--- config.mk ---
export PLATFORM = sky130hd
export DESIGN_NAME = pe_pad_ctrl
export DESIGN_NICKNAME = d
export VERILOG_FILES = /design/src/rtl/pe_ctrl_pkg.sv /design/src/rtl/pe_pad_ctrl_wrap_cnt.sv /design/src/rtl/pe_pad_ctrl.sv
export SDC_FILE = /design/constraint.sdc
export NUM_CORES = 1
export LEC_CHECK = 0
export CORE_MARGIN = 8
export CORE_UTILIZATION = 40
export DETAILED_ROUTE_END_ITERATION = 16
export PLACE_DENSITY_LB_ADDON = 0.08
export SETUP_SLACK_MARGIN = 0.3
export SLEW_MARGIN = 15
export SYNTH_ARGS = -nofsm -noshare
export SYNTH_HDL_FRONTEND = slang
export SYNTH_SLANG_ARGS = --single-unit
--- constraint.sdc ---
create_clock -name i_clk -period 2 [get_ports i_clk]
set_input_delay 0.4 -clock i_clk [delete_from_list [all_inputs] [get_ports i_clk]]
set_output_delay 0.4 -clock i_clk [all_outputs]
set_load 0.02 [all_outputs]
--- src/rtl/pe_ctrl_pkg.sv ---
// Shared types and constants for the PE pad controller slice.
package pe_ctrl_pkg;

    localparam int PAD_SIZE  = 12;
    localparam int CONF_D_WD = 4;
    localparam int O_CNT_WD  = 8;

    typedef enum logic [2:0] {
        IDLE   = 3'd0,
        CLR    = 3'd1,
        FILL   = 3'd2,
        RUN    = 3'd3,
        REFILL = 3'd4,
        DONE   = 3'd5
    } PadCtrlState;

    typedef struct packed {
        logic [CONF_D_WD-1:0] kLen;
        logic [O_CNT_WD-1:0]  oLen;
        logic                 noSpReuse;
    } PadCfg;

endpackage

--- src/rtl/pe_pad_ctrl_wrap_cnt.sv ---
// Wrapping counter: counts enabled events, flags when the count equals the
// terminal value and wraps back to zero on the enabled event at terminal.
module wrap_cnt #(
    parameter int Width = 4
) (
    input  logic             i_clk,
    input  logic             i_rstn,
    input  logic             clr_i,
    input  logic             en_i,
    input  logic [Width-1:0] term_i,
    output logic             tc_o
);

    logic [Width-1:0] cnt_q;
    logic [Width-1:0] cnt_d;

    assign tc_o = (cnt_q == term_i);

    // Next count: clear wins, otherwise step or wrap at the terminal value.
    always_comb begin
        cnt_d = cnt_q;
        if (clr_i) begin
            cnt_d = '0;
        end else if (en_i) begin
            cnt_d = tc_o ? '0 : cnt_q + 1'b1;
        end
    end

    // Count register.
    always_ff @(posedge i_clk or negedge i_rstn) begin
        if (!i_rstn) begin
            cnt_q <= '0;
        end else begin
            cnt_q <= cnt_d;
        end
    end

endmodule

--- src/rtl/pe_pad_ctrl.sv ---
// Per-PE sequencer for the pixel pad and its weight pad: clears the pad,
// fills a window, streams output pixels and reports job completion.
// Optional performance counters are built when PE_PAD_CTRL_PERF_EN is defined.
module pe_pad_ctrl
    import pe_ctrl_pkg::*;
#(
    parameter int PadSize = PAD_SIZE,
    parameter int ConfDWd = CONF_D_WD,
    parameter int OCntWd  = O_CNT_WD
) (
    input  logic               i_clk,
    input  logic               i_rstn,
    input  logic               i_cfg_valid,
    output logic               o_cfg_ready,
    input  logic [ConfDWd-1:0] i_cfg_kLen,
    input  logic [OCntWd-1:0]  i_cfg_oLen,
    input  logic               i_cfg_noSpReuse,
    input  logic               i_stall,
    input  logic               i_rd_fire,
    input  logic               i_wr_fire,
    output logic               o_cont_reset,
    output logic               o_cont_start,
    output logic               o_cont_stall,
    output logic               o_cont_pop,
    output logic               o_cont_lastPix,
    output logic               o_cont_done,
    output logic               o_cont_swapWt,
    output logic [ConfDWd-1:0] o_cont_IFLen,
    output logic               o_cont_noSpReuse,
    output logic               o_busy
`ifdef PE_PAD_CTRL_PERF_EN
    ,
    output logic [15:0]        o_perf_stallCnt,
    output logic [15:0]        o_perf_fillCnt
`endif
);

    PadCtrlState state_q, state_d;
    PadCfg       cfg_q, cfg_d;
    logic        start_q, start_d;

    logic inData;
    logic inFill;
    logic stallEff;
    logic wrEn, rdEn, oEn;
    logic wTc, rTc, oTc;
    logic clrCnt;

    assign inFill   = (state_q == FILL) || (state_q == REFILL);
    assign inData   = inFill || (state_q == RUN);
    assign stallEff = i_stall && inData;
    assign clrCnt   = (state_q == CLR);

    assign wrEn = inFill && i_wr_fire && !i_stall;
    assign rdEn = (state_q == RUN) && i_rd_fire && !i_stall;
    assign oEn  = rdEn && rTc;

    wrap_cnt #(.Width(ConfDWd)) uWcnt (
        .i_clk  (i_clk),
        .i_rstn (i_rstn),
        .clr_i  (clrCnt),
        .en_i   (wrEn),
        .term_i (cfg_q.kLen),
        .tc_o   (wTc)
    );

    wrap_cnt #(.Width(ConfDWd)) uRcnt (
        .i_clk  (i_clk),
        .i_rstn (i_rstn),
        .clr_i  (clrCnt),
        .en_i   (rdEn),
        .term_i (cfg_q.kLen),
        .tc_o   (rTc)
    );

    wrap_cnt #(.Width(OCntWd)) uOcnt (
        .i_clk  (i_clk),
        .i_rstn (i_rstn),
        .clr_i  (clrCnt),
        .en_i   (oEn),
        .term_i (cfg_q.oLen),
        .tc_o   (oTc)
    );

    // Next state and config latch; stalls freeze every data-phase transition.
    always_comb begin
        state_d = state_q;
        cfg_d   = cfg_q;
        start_d = (state_q == CLR);
        unique case (state_q)
            IDLE: begin
                if (i_cfg_valid) begin
                    cfg_d.kLen      = (int'(i_cfg_kLen) > PadSize - 1) ?
                                      ConfDWd'(PadSize - 1) : i_cfg_kLen;
                    cfg_d.oLen      = i_cfg_oLen;
                    cfg_d.noSpReuse = i_cfg_noSpReuse;
                    state_d         = CLR;
                end
            end
            CLR: begin
                state_d = FILL;
            end
            FILL, REFILL: begin
                if (wrEn && wTc) begin
                    state_d = RUN;
                end
            end
            RUN: begin
                if (oEn) begin
                    if (oTc) begin
                        state_d = DONE;
                    end else if (cfg_q.noSpReuse) begin
                        state_d = REFILL;
                    end
                end
            end
            DONE: begin
                state_d = IDLE;
            end
            default: begin
                state_d = IDLE;
            end
        endcase
    end

    // State, latched config and the start/swap pulse register.
    always_ff @(posedge i_clk or negedge i_rstn) begin
        if (!i_rstn) begin
            state_q <= IDLE;
            cfg_q   <= '0;
            start_q <= 1'b0;
        end else begin
            state_q <= state_d;
            cfg_q   <= cfg_d;
            start_q <= start_d;
        end
    end

    assign o_cfg_ready      = (state_q == IDLE);
    assign o_busy           = (state_q != IDLE);
    assign o_cont_reset     = (state_q == CLR);
    assign o_cont_start     = start_q;
    assign o_cont_swapWt    = start_q;
    assign o_cont_stall     = stallEff;
    assign o_cont_pop       = inFill || ((state_q == RUN) && !cfg_q.noSpReuse);
    assign o_cont_lastPix   = (state_q == RUN) && rTc;
    assign o_cont_done      = (state_q == DONE);
    assign o_cont_IFLen     = cfg_q.kLen;
    assign o_cont_noSpReuse = cfg_q.noSpReuse;

`ifdef PE_PAD_CTRL_PERF_EN
    logic [15:0] stallCnt_q, stallCnt_d;
    logic [15:0] fillCnt_q, fillCnt_d;

    // Saturating stall and fill cycle counters, cleared at job start.
    always_comb begin
        stallCnt_d = stallCnt_q;
        fillCnt_d  = fillCnt_q;
        if (clrCnt) begin
            stallCnt_d = '0;
            fillCnt_d  = '0;
        end else begin
            if (stallEff && (stallCnt_q != 16'hFFFF)) begin
                stallCnt_d = stallCnt_q + 16'd1;
            end
            if (inFill && (fillCnt_q != 16'hFFFF)) begin
                fillCnt_d = fillCnt_q + 16'd1;
            end
        end
    end

    // Performance counter registers.
    always_ff @(posedge i_clk or negedge i_rstn) begin
        if (!i_rstn) begin
            stallCnt_q <= '0;
            fillCnt_q  <= '0;
        end else begin
            stallCnt_q <= stallCnt_d;
            fillCnt_q  <= fillCnt_d;
        end
    end

    assign o_perf_stallCnt = stallCnt_q;
    assign o_perf_fillCnt  = fillCnt_q;
`endif

endmodule

---- Yosys cells after proc, flatten, opt, wreduce, memory -nomap -nowiden ----
Index checks and enable logic that the tools add are counted.
operators by class
  reductions and logical operators ........ 22
  magnitude comparators ................... 1
  equality and inequality tests ........... 12
  mux-type cells .......................... 16
  add/subtract/negate cells ............... 3
operators by type and width
  operator             number
  $mux 4               7
  $mux 8               3
  $mux 3               5
  $pmux 3 s4           1
  $logic_and 1x1->1    9
  $add 4x1->4 const B  2
  $add 8x1->8 const B  1
  $eq 4x4->1           2
  $eq 8x8->1           1
  $eq 3x2->1 const B   2
  $eq 3x3->1 const B   2
  $ne 2x2->1 const B   3
  $reduce_bool 2->1    3
  $gt 4x4->1 const B   1
  $reduce_and 4->1     1
  $eq 3x1->1 const B   1
  $logic_not 3->1      1
  $logic_or 1x1->1     3
  $ne 3x2->1 const B   1
  $reduce_bool 3->1    1
  $logic_not 1->1      2
  $reduce_and 2->1     1
  $reduce_or 2->1      1
word-level totals
  input bits .............................. 19
  output and inout port bits .............. 14
  bits in registers ....................... 33

---- Depth between registers and ports, before layout ----
Gate-level depths: netlist of the first run.
  depth in word-level cells ............... 7
  mapped depth ............................ 7

---- By module ----
From an unflattened synthesis of the first run, not the netlist that was laid out.
unflattened totals
  cells, all modules ...................... 187
  area total of the unflattened synthesis .. 1,989.4 µm²
by module, submodules not included
  module                 times used  sequential area each (µm²)  area each (µm²)  cells an instance
  pe_pad_ctrl            1           425.4                       893.4            77
  wrap_cnt at uRcnt ...  2           100.1                       284.0            27
  wrap_cnt at uOcnt      1           200.2                       528.0            56

---- Least setup slack after synthesis of the first run ----
Ideal clock, no wire load.
  path kind ............................... register to register
  start ................................... register state_q[1]
  end ..................................... register state_q[0]
  arrival time ............................ 2,004 ps
  clock period less this slack ............ 2,132 ps
  path buffers ............................ 1
  required time ........................... 1,872 ps
  cell stages (with the launch flop) ...... 6
  slack ................................... -132 ps
  library setup time ...................... 128 ps
  cells stage by stage .................... dfrtp_1 -> buf_2 -> nor3_1 -> inv_1 -> o2111ai_2 -> mux2_1
between the ends
  elaborated cells between the ends (all ways) .. 19
  those cells by class .................... 8 x eq/ne; 1 x mux; 10 x reduce/logical
RTL lines
  item                        line                RTL
  from (decl)                 pe_pad_ctrl.sv:38   PadCtrlState state_q, state_d;
  from (signal assigned)      pe_pad_ctrl.sv:133  state_q <= state_d;
  $logic_not 3->1 (*)         -
  via o_cfg_ready             pe_pad_ctrl.sv:14   output logic o_cfg_ready,
  $ne 2x2->1 (no line)        -
  $reduce_and 4->1 (no line)  -
The timed path passes the listed nets; every way through them passes the cells marked *.
A chain may end at the register's enable or synchronous reset.

---- Worst setup path in the final report of the first run ----
  start ................................... register state_q[2]
  end ..................................... output o_cont_stall
between the ends
  longest elaborated chain between the ends .. 4
  elaborated cells between the ends (all ways) .. 6
  those cells by class .................... 3 x eq/ne; 3 x reduce/logical
RTL lines
  item                                             line               RTL
  $eq 3x2->1 / $eq 3x3->1 (equally long branches)  pe_pad_ctrl.sv:49  assign inFill = (state_q == FILL) || (state_q == REFILL);
  $logic_or 1x1->1                                 pe_pad_ctrl.sv:49
  $logic_or 1x1->1 (*)                             pe_pad_ctrl.sv:50  assign inData = inFill || (state_q == RUN);
  $logic_and 1x1->1 (*)                            pe_pad_ctrl.sv:51  assign stallEff = i_stall && inData;
  to (decl)                                        pe_pad_ctrl.sv:23  output logic o_cont_stall,
Every way passes the cells marked *; elsewhere a longest branch is shown, timed or not.

==> impl_metrics.json, run 1 <==
{
  "power.share.clock": 0.161,
  "leakage_nw": 1.261,
  "fin_ws_ps": 221.7,
  "synth-main-ff-cell": "dfrtp_1",
  "ctsHoldBuffers": 0,
  "report.final.slew_viol_count": 0,
  "synth-edff-count": 0,
  "routed_wirelength_mm": 5.258,
  "swShare": 0.3858,
  "synthArstFlopShare": 1.000,
  "synth.top_cell.area_share": 0.4334,
  "ys_seq_area_frac": 0.4334,
  "via_per_inst": 5.331,
  "wire_per_inst_um": 16.75,
  "yosys_warnings": 0,
  "gp_congestion": 0.8431,
  "setup_violations": 0,
  "cp-end-kind": "output port",
  "yosys-top-cells-count": "33 x dfrtp_1, 12 x a21oi_1, 12 x nand2_1, 11 x o21ai_0",
  "n_fill_cell": 383,
  "grt_pass1_wl_mm": 8.466,
  "ys_ff_latch": 33,
  "layout.nets": 281,
  "share_seq_of_total_power": 0.264,
  "dr.pass1.iters": 4,
  "grt_max_degree": 34,
  "path_clk_slew_ps": 70,
  "hp-class": "primary input to asynchronous set/reset pin",
  "synth.net_count": 209,
  "numCtsBuffers": 5,
  "synth_compound_area_frac": 0.1458,
  "drc": 0,
  "die_h_um": 85.02,
  "synthCells": 187,
  "area_growth_pct": 53.32,
  "synth_mux_area_frac": 0.07617,
  "hold_violations": 0,
  "worstMarginPinSlew_ps": 438.1,
  "pre_cts_ws_ps": -29.37,
  "drive_above_1_share": 0.4269,
  "antenna_found_initial": 0,
  "cts_tree": "built",
  "critPathKind": "register to output port",
  "avgSynthCellArea_um2": 10.19,
  "internal_power_mw": 2.549,
  "clock_skew_ps": 8.640,
  "die-area_um2": 7228,
  "switching_power_mw": 1.601,
  "ir_worst_vdd_mv": 0.6239,
  "via_count": 1674,
  "grt_pass1_vias": 1728,
  "grt-ovfl-total": 0,
  "synth_top_family_by_area": "simple AND/OR/NAND/NOR gates",
  "rows": 25,
  "tns_ps": 0,
  "pin_count": 33,
  "numPortBuffers": 32,
  "cp.required_ps": 1600,
  "htree_levels": 2,
  "rsz0062_at_grt": "yes",
  "synth.most_common_cell": "dfrtp_1",
  "synth_cell_types": 48,
  "cellPowerDensity_nw_per_um2": 1421,
  "synthXorXnorAreaFrac": 0.09127,
  "max-slew-margin-rel": 0.7079,
  "synthSimpleGateAreaFrac": 0.1806,
  "dp_hpwl_mm": 3.550,
  "fmax_mhz": 562.3,
  "drtAntennaViolNets": 0,
  "ctsRootBufferMaster": "clkbuf_8",
  "outcome": "complete, no violations",
  "fp.dieW_um": 85.02,
  "crit_arrival_ps": 1380,
  "grt_usage": 0.1476,
  "path_max_fanout": 6,
  "finalCritPeriodShare": 0.8892,
  "synthAdderAreaFrac": 0.01970,
  "cts_sinks": 33,
  "cts_buffer_depth": 2,
  "period_minus_slack_ps": 1778,
  "p_comb_frac": 0.575,
  "drt_iter0_markers": 91,
  "antennaDiodeCount": 0,
  "cp-start-kind": "register",
  "start_util": 0.4089,
  "core_area_um2": 4661,
  "synth_area_leader_cell": "dfrtp_1",
  "netlist_area_um2": 1906,
  "clock_latency_ps": 290,
  "cap_violations": 0,
  "synth_area_leaders": "dfrtp_1 43%, mux2_2 5.9%, xnor2_1 4.6%, xor2_1 3.7%, a21oi_1 3.2%"
}
-- registers in the layout (all words and copies together), names as in the netlist --
register          flops
state_q               3
uWcnt.cnt_q           4
o_cont_start          1
o_cont_noSpReuse      1
uOcnt.cnt_q           8
uRcnt.cnt_q           4
cfg_q                 8
o_cont_IFLen          4
-- power by group through the flow --
stage	Sequential [mW]	Combinational, mW	Clock, mW
2_1_floorplan	1.06	1.14	0
3_3_place_gp	1.08	1.77	0
3_5_place_dp	1.09	1.81	0
4_1_cts	1.08	1.98	0.682
5_1_grt	1.12	2.55	0.714
6_report	1.10	2.39	0.667
-- cells by family after synthesis --
| kind of cell | Yosys count |
|---|---|
| mux | 13 |
| compound gates | 43 |
| simple gates | 57 |
| buf+inv | 19 |
| xor+xnor | 19 |
| flops | 33 |
| fa+ha+maj | 3 |
-- placed cells by master, fill, tap and decap left out, drive strengths merged, types with 5 or more instances in the layout --
master,instances
nand2,12
inv,9
mux2,12
dlygate4sd2,5
buf,50
dfrtp,33
xnor2,10
nor2,11
nand3,9
xor2,9
clkbuf,6
o21ai,13
a21oi,14
clkdlybuf4s50,19
-- path summary, 6_finish.rpt --
check	startpoint	to	slack [ps]	cells after the start
setup / recovery	state_q[2]	o_cont_stall	220	4
hold / removal	i_rstn	uWcnt.cnt_q[1]	510	2
setup reg to reg	uOcnt.cnt_q[0]	state_q[0]	220	5
hold reg to reg	cfg_q[1]	cfg_q[1]	530	1
max in group asynchronous	i_rstn	uOcnt.cnt_q[5]	1130	2
min in group i_clk	cfg_q[1]	cfg_q[1]	530	1
-- area by class of cell --
type	instances	area [µm²]	area share
multi-input cells	135	1199	0.4103
flip-flops and latches	33	833.3	0.2852
repair buffers	75	668.1	0.2287
clock buffers	6	82.58	0.02827
well taps	54	67.56	0.02313
clock inverters	2	37.54	0.01285
inverters	9	33.78	0.01156
-- repair_timing --
item	in CTS	in global routing
gates cloned	1	0
buffers inserted	12	5
pin swaps	8	9
setup endpoints to repair	30	32
gates resized for setup	54	50
-- critical path, stage by stage, from the launching register on --
cell and delay, ps:
dfrtp_2 470, buf_4 180, nor2_4 160, o21a_1 120, buf_2 160
-- layer usage --
| layer | global-route usage | vias to the layer above | wire length (µm) |
|---|---|---|---|
| met5 | 0 | - | 0 |
| met4 | 0.04854 | 0 | 86 |
| met3 | 0.04537 | 9 | 237 |
| met2 | 0.2713 | 35 | 2760 |
| met1 | 0.1549 | 830 | 2173 |
| li1 | - | 800 | - |
-- through the flow --
stage	hold slack, ps	cells	total power, mW	util	instance area [µm²]
after floorplan	104.4	187	2.208	-	1923
after global placement	517.0	288	2.852	0.5203	2425
after detailed placement	520.8	288	2.896	0.5203	2425
after CTS	535.3	309	3.745	0.5756	2683
after global routing	560.9	314	4.385	0.6268	2922
final	513.7	314	4.151	0.6268	2922
Note: power is estimated with default switching activity, not from simulation.
==> inputs of run 2 (changes only) <==
Clock period 2 ns to 2.12 ns, I/O delays scaled along.
==> run 2 against run 1 <==
  * Utilization down 5.5 points
  * Cell count down 5.1%
  * Design area down 8.8%
  * Critical path depth up 1
  * Sequential cell count unchanged
  * Highest routed layer unchanged
  * Sequential power down 5%
  * Via count down 3.9%
  * Worst hold slack better by 20 ps
  * Routed wire length down 6.8%
  * Die area unchanged
  * First-iteration DRC count up 43%
  * Global-route usage down 0.65 points
==> impl_metrics.json, run 2 (synthesis results as in run 1) <==
{
  "outcome": "complete, no violations",
  "drc": 0,
  "setup_violations": 0,
  "core_area_um2": 4661,
  "hold_violations": 0,
  "ir_worst_vdd_mv": 0.5083,
  "gp_congestion": 0.8776,
  "fin_area_um2": 2664,
  "max-slew-margin-rel": 0.7115,
  "cp-start-kind": "register",
  "cts_tree": "built",
  "grt_pass1_vias": 1582,
  "rsz0062_at_grt": "yes",
  "min_to": "cfg_q[4]",
  "cellPowerDensity_nw_per_um2": 1295,
  "worstMarginPinSlew_ps": 432.8,
  "leakage_nw": 1.100,
  "via_count": 1608,
  "r2r-start": "uOcnt.cnt_q[5]",
  "grt_pass1_wl_mm": 8.004,
  "fin_ws_ps": 319.2,
  "ctsHoldBuffers": 0,
  "crit_arrival_ps": 1980,
  "die-area_um2": 7228,
  "hp-class": "register to register",
  "pre_cts_ws_ps": -10.45,
  "rows": 25,
  "grt_usage": 0.1411,
  "drt_iter0_markers": 130,
  "via_per_inst": 5.396,
  "final_cells": 298,
  "finalCritPeriodShare": 0.8494,
  "drtAntennaViolNets": 0,
  "mostFrequentLayoutCells": "25 x buf_4, 24 x dfrtp_1, 23 x clkdlybuf4s50_1",
  "hp-start": "cfg_q[4]",
  "fmax_mhz": 555.3,
  "r2r_slack_ps": 320,
  "path_clk_slew_ps": 70,
  "grt-ovfl-total": 0,
  "regArea_um2": 837.1,
  "whs_path_depth": 1,
  "reg2reg_to": "state_q[0]",
  "multi_input_area_um2": 1119,
  "dp_hpwl_mm": 3.490,
  "wire_per_inst_um": 16.44,
  "clock_latency_ps": 290,
  "placed_area_um2": 2342,
  "cts_sinks": 33,
  "numCtsBuffers": 5,
  "pin_count": 33,
  "start_util": 0.4089,
  "mostFrequentLayoutCell": "buf_4",
  "antennaDiodeCount": 0,
  "cap_violations": 0,
  "numPortBuffers": 32,
  "place_inst": 277,
  "layout.nets": 265,
  "routed_wirelength_mm": 4.898,
  "critPathKind": "register to register",
  "reg.largest.list": "cfg_q (8), uOcnt.cnt_q (8)",
  "cp.required_ps": 2300,
  "area_growth_pct": 39.79,
  "r2r_cells": 5,
  "antenna_found_initial": 0,
  "fp.dieW_um": 85.02,
  "dr.pass1.iters": 4,
  "period_minus_slack_ps": 1801,
  "grt_max_degree": 34,
  "path_max_fanout": 6,
  "die_h_um": 85.02,
  "clock_skew_ps": 7.472,
  "drive_above_1_share": 0.3852,
  "htree_levels": 2,
  "cts_buffer_depth": 2,
  "ctsRootBufferMaster": "clkbuf_8",
  "n_fill_cell": 405,
  "cp-end-kind": "register",
  "report.final.slew_viol_count": 0
}
## run 2: cell count changes in the layout (fill, tap and decap cells not counted), sizes merged
cell	previous run	this run
clkbuf	6	8
bufinv	1	0
dlygate4sd2	5	2
clkdlybuf4s50	19	23
clkinvlp	1	0
dlymetal6s2s	1	0
buf	50	33
clkinv	0	1
## run 2: stage by stage
stage          hold slack [ps]  TNS [ps]  total power [mW]  utilization
2_1_floorplan            128.4         0             2.071            -
3_3_place_gp             518.1         0             2.602       0.5026
3_5_place_dp             523.2    -10.45             2.641       0.5026
4_1_cts                  539.1         0             3.228       0.5318
5_1_grt                  557.7         0             3.663       0.5715
6_report                 534.1         0             3.450       0.5715
## run 2: how the worst max path moves through the flow
stage | from | endpoint | slack (ps)
floorplan | state_q[1] | cfg_q[4] | 390
global placement | i_stall | o_cont_stall | 10
detailed placement | i_stall | o_cont_stall | -10
CTS | state_q[2] | o_cont_stall | 300
global route | o_cont_IFLen[2] | o_cont_lastPix | 210
finish | uOcnt.cnt_q[5] | state_q[0] | 320
## run 2: worst max-delay path, stage by stage (launching register included)
cell and delay, ps:
dfrtp_1 460, xor2_1 190, nor4_4 320, a211o_1 220, o2111ai_4 160, mux2_4 330
## run 2: cell type report
cell class / instances / area share
Multi-Input combinational cell: 135 / 0.4199
Tap cell: 54 / 0.02536
Timing Repair Buffer: 59 / 0.1898
Clock inverter: 1 / 0.001879
Inverter: 9 / 0.01268
Sequential cell: 33 / 0.3142
Clock buffer: 7 / 0.03617
## run 2: metal layers
layer	up-vias	global-route usage	part of all wire
met1	782	0.1843	0.48
met5	-	0	0
met4	0	0.06149	0.023
met2	40	0.2095	0.45
met3	13	0.04151	0.051
li1	773	-	-
## run 2: repair_timing
item | 4_1_cts | 5_1_grt
endpoints found under the setup margin | 13 | 11
setup buffers | 6 | 7
pin swaps | 3 | 9
resized for setup | 37 | 34
## run 2: report_power, final
part | internal (mW) | switching [mW]
clock | 0.294 | 0.243
combinational | 0.923 | 0.951
sequential | 0.827 | 0.212
==> inputs of run 3 (changes only) <==
Clock period 2.12 ns to 1.77 ns, I/O delays scaled along.
==> run 3 against run 2 <==
  * Utilization grew 11 points
  * Design area up 19%
  * Highest routed layer unchanged
  * Global-route usage is 0.61 points higher
  * Die area stayed put
  * Sequential cell count stayed put
  * Largest cell class unchanged
  * Via count grew 7.4%
  * Cell count up 10%
  * First-iteration DRC count shrank 28%
  * Maximum frequency rose by 2.1%
  * Count of clock-buffer cells in the layout rose by 1
  * Critical path type unchanged
==> impl_metrics.json, run 3 (synthesis results as in run 1) <==
{
  "grt_max_degree": 34,
  "pin_count": 33,
  "outcome": "complete, no violations",
  "antennaDiodeCount": 0,
  "path_max_fanout": 3,
  "cp_cell_sequence": "xnor2_2, nand4_1, buf_4, o21ai_4, o2111ai_4, mux2_4",
  "numPortBuffers": 32,
  "die-area_um2": 7228,
  "hold_slack_ps": 480.6,
  "fp.dieW_um": 85.02,
  "wire_per_inst_um": 16.23,
  "clock_latency_ps": 280,
  "layout.nets": 296,
  "mostFrequentLayoutCells": "41 x buf_4, 29 x dfrtp_1, 20 x buf_6",
  "dp_hpwl_mm": 3.642,
  "grt_pass1_wl_mm": 8.535,
  "die_h_um": 85.02,
  "cts_sinks": 33,
  "report.final.slew_viol_count": 0,
  "grt_usage": 0.1473,
  "rows": 25,
  "cts_buffer_depth": 2,
  "dr.pass1.iters": 4,
  "hold_violations": 0,
  "reg.largest.list": "cfg_q (8), uOcnt.cnt_q (8)",
  "cp.required_ps": 1940,
  "finalCritPeriodShare": 0.9965,
  "antenna_found_initial": 0,
  "drt_iter0_markers": 93,
  "critical_path.top_delay_family": "flip-flops",
  "route.met3.wl_um": 278,
  "fmax_mhz": 566.9,
  "regArea_um2": 830.8,
  "slowest_stage": "dfrtp_2",
  "fin_ws_ps": 6.124,
  "r2r-start": "uRcnt.cnt_q[2]",
  "cp-end-kind": "register",
  "drc": 0,
  "cap_violations": 0,
  "worst_path_largest_cell_delay_ps": 440,
  "gp_congestion": 0.8753,
  "core_area_um2": 4661,
  "numCtsBuffers": 5,
  "rsz0062_at_grt": "yes",
  "ir_worst_vdd_mv": 0.8069,
  "area_growth_pct": 65.86,
  "multi_input_area_um2": 1314,
  "leakage_nw": 1.352,
  "setup_violations": 0,
  "met2WireLength_mm": 2.620,
  "cts_tree": "built",
  "grt-ovfl-total": 0,
  "clock_skew_ps": 2.549,
  "grt_pass1_vias": 1807,
  "mostFrequentLayoutCell": "buf_4",
  "hp-class": "primary input to asynchronous set/reset pin",
  "start_util": 0.4089,
  "critPathKind": "register to register",
  "worstMarginPinSlew_ps": 424.5,
  "ctsRootBufferMaster": "clkbuf_8",
  "top_layer_used": "met4",
  "via_count": 1727,
  "period_minus_slack_ps": 1764,
  "path_clk_slew_ps": 60,
  "crit_buf_inv": 1,
  "htree_levels": 2,
  "drive_above_1_share": 0.5382,
  "via_per_inst": 5.249,
  "cellPowerDensity_nw_per_um2": 1544,
  "max-slew-margin-rel": 0.7170,
  "crit_arrival_ps": 1930,
  "routed_wirelength_mm": 5.340,
  "n_fill_cell": 337,
  "ctsHoldBuffers": 0,
  "cp-start-kind": "register",
  "crit_start": "uRcnt.cnt_q[2]",
  "drtAntennaViolNets": 0,
  "pre_cts_ws_ps": -209.4,
  "wirelength_met1_mm": 2.380
}
run 3: changes by cell type in the layout (fill, tap and decap cells not counted), sizes merged:
cell and delta:
clkdlybuf4s50 -5, clkbuf +1, dlygate4sd2 +1, buf +35, clkinv -1
run 3: layout make-up:
class,instances,area share
repair buffers,90,0.2641
well taps,54,0.02138
flip-flops and latches,33,0.2629
multi-input cells,135,0.4157
inverters,9,0.01069
clock buffers,8,0.02534
run 3: path summary, 6_finish.rpt:
path	to	slack [ps]	cells after the start
max	state_q[2]	6	6
min	uWcnt.cnt_q[2]	480	2
max reg2reg	state_q[2]	6	6
min reg2reg	cfg_q[5]	550	1
max in group asynchronous	uRcnt.cnt_q[2]	960	2
min in group i_clk	cfg_q[5]	550	1
run 3: stage by stage:
| stage | cells | cell area (µm²) | total power [mW] | utilization | setup TNS (ps) |
|---|---|---|---|---|---|
| after detailed placement | 306 | 2611 | 3.569 | 0.5603 | -1867 |
| after floorplan | 187 | 1976 | 2.608 | - | 0 |
| final | 329 | 3161 | 4.881 | 0.6781 | 0 |
| after global routing | 329 | 3161 | 5.161 | 0.6781 | -383.5 |
| after global placement | 306 | 2611 | 3.512 | 0.5603 | -1313 |
| after CTS | 321 | 2850 | 4.321 | 0.6115 | 0 |
run 3: per-layer routing:
metal,vias to the layer above,GRT usage
li1,832,-
met1,828,0.1747
met2,61,0.2493
met3,6,0.03764
met4,0,0.05340
met5,-,0
run 3: worst register-to-register path: stages (launching register included):
cell and delay (ps):
dfrtp_2 440, xnor2_2 190, nand4_1 200, buf_4 200, o21ai_4 130, o2111ai_4 160, mux2_4 320
run 3: timing repair:
action                                  in CTS  in global routing
setup buffers                                7                  7
endpoints found under the setup margin      43                 39
cloned                                       0                  1
gates resized for setup                     83                 64
pin swaps                                   19                 16
run 3: power by group:
| part | switching, mW | internal [mW] | total (mW) |
|---|---|---|---|
| Sequential | 0.253 | 0.987 | 1.24 |
| Combinational | 1.41 | 1.69 | 3.10 |
| Clock | 0.261 | 0.279 | 0.540 |
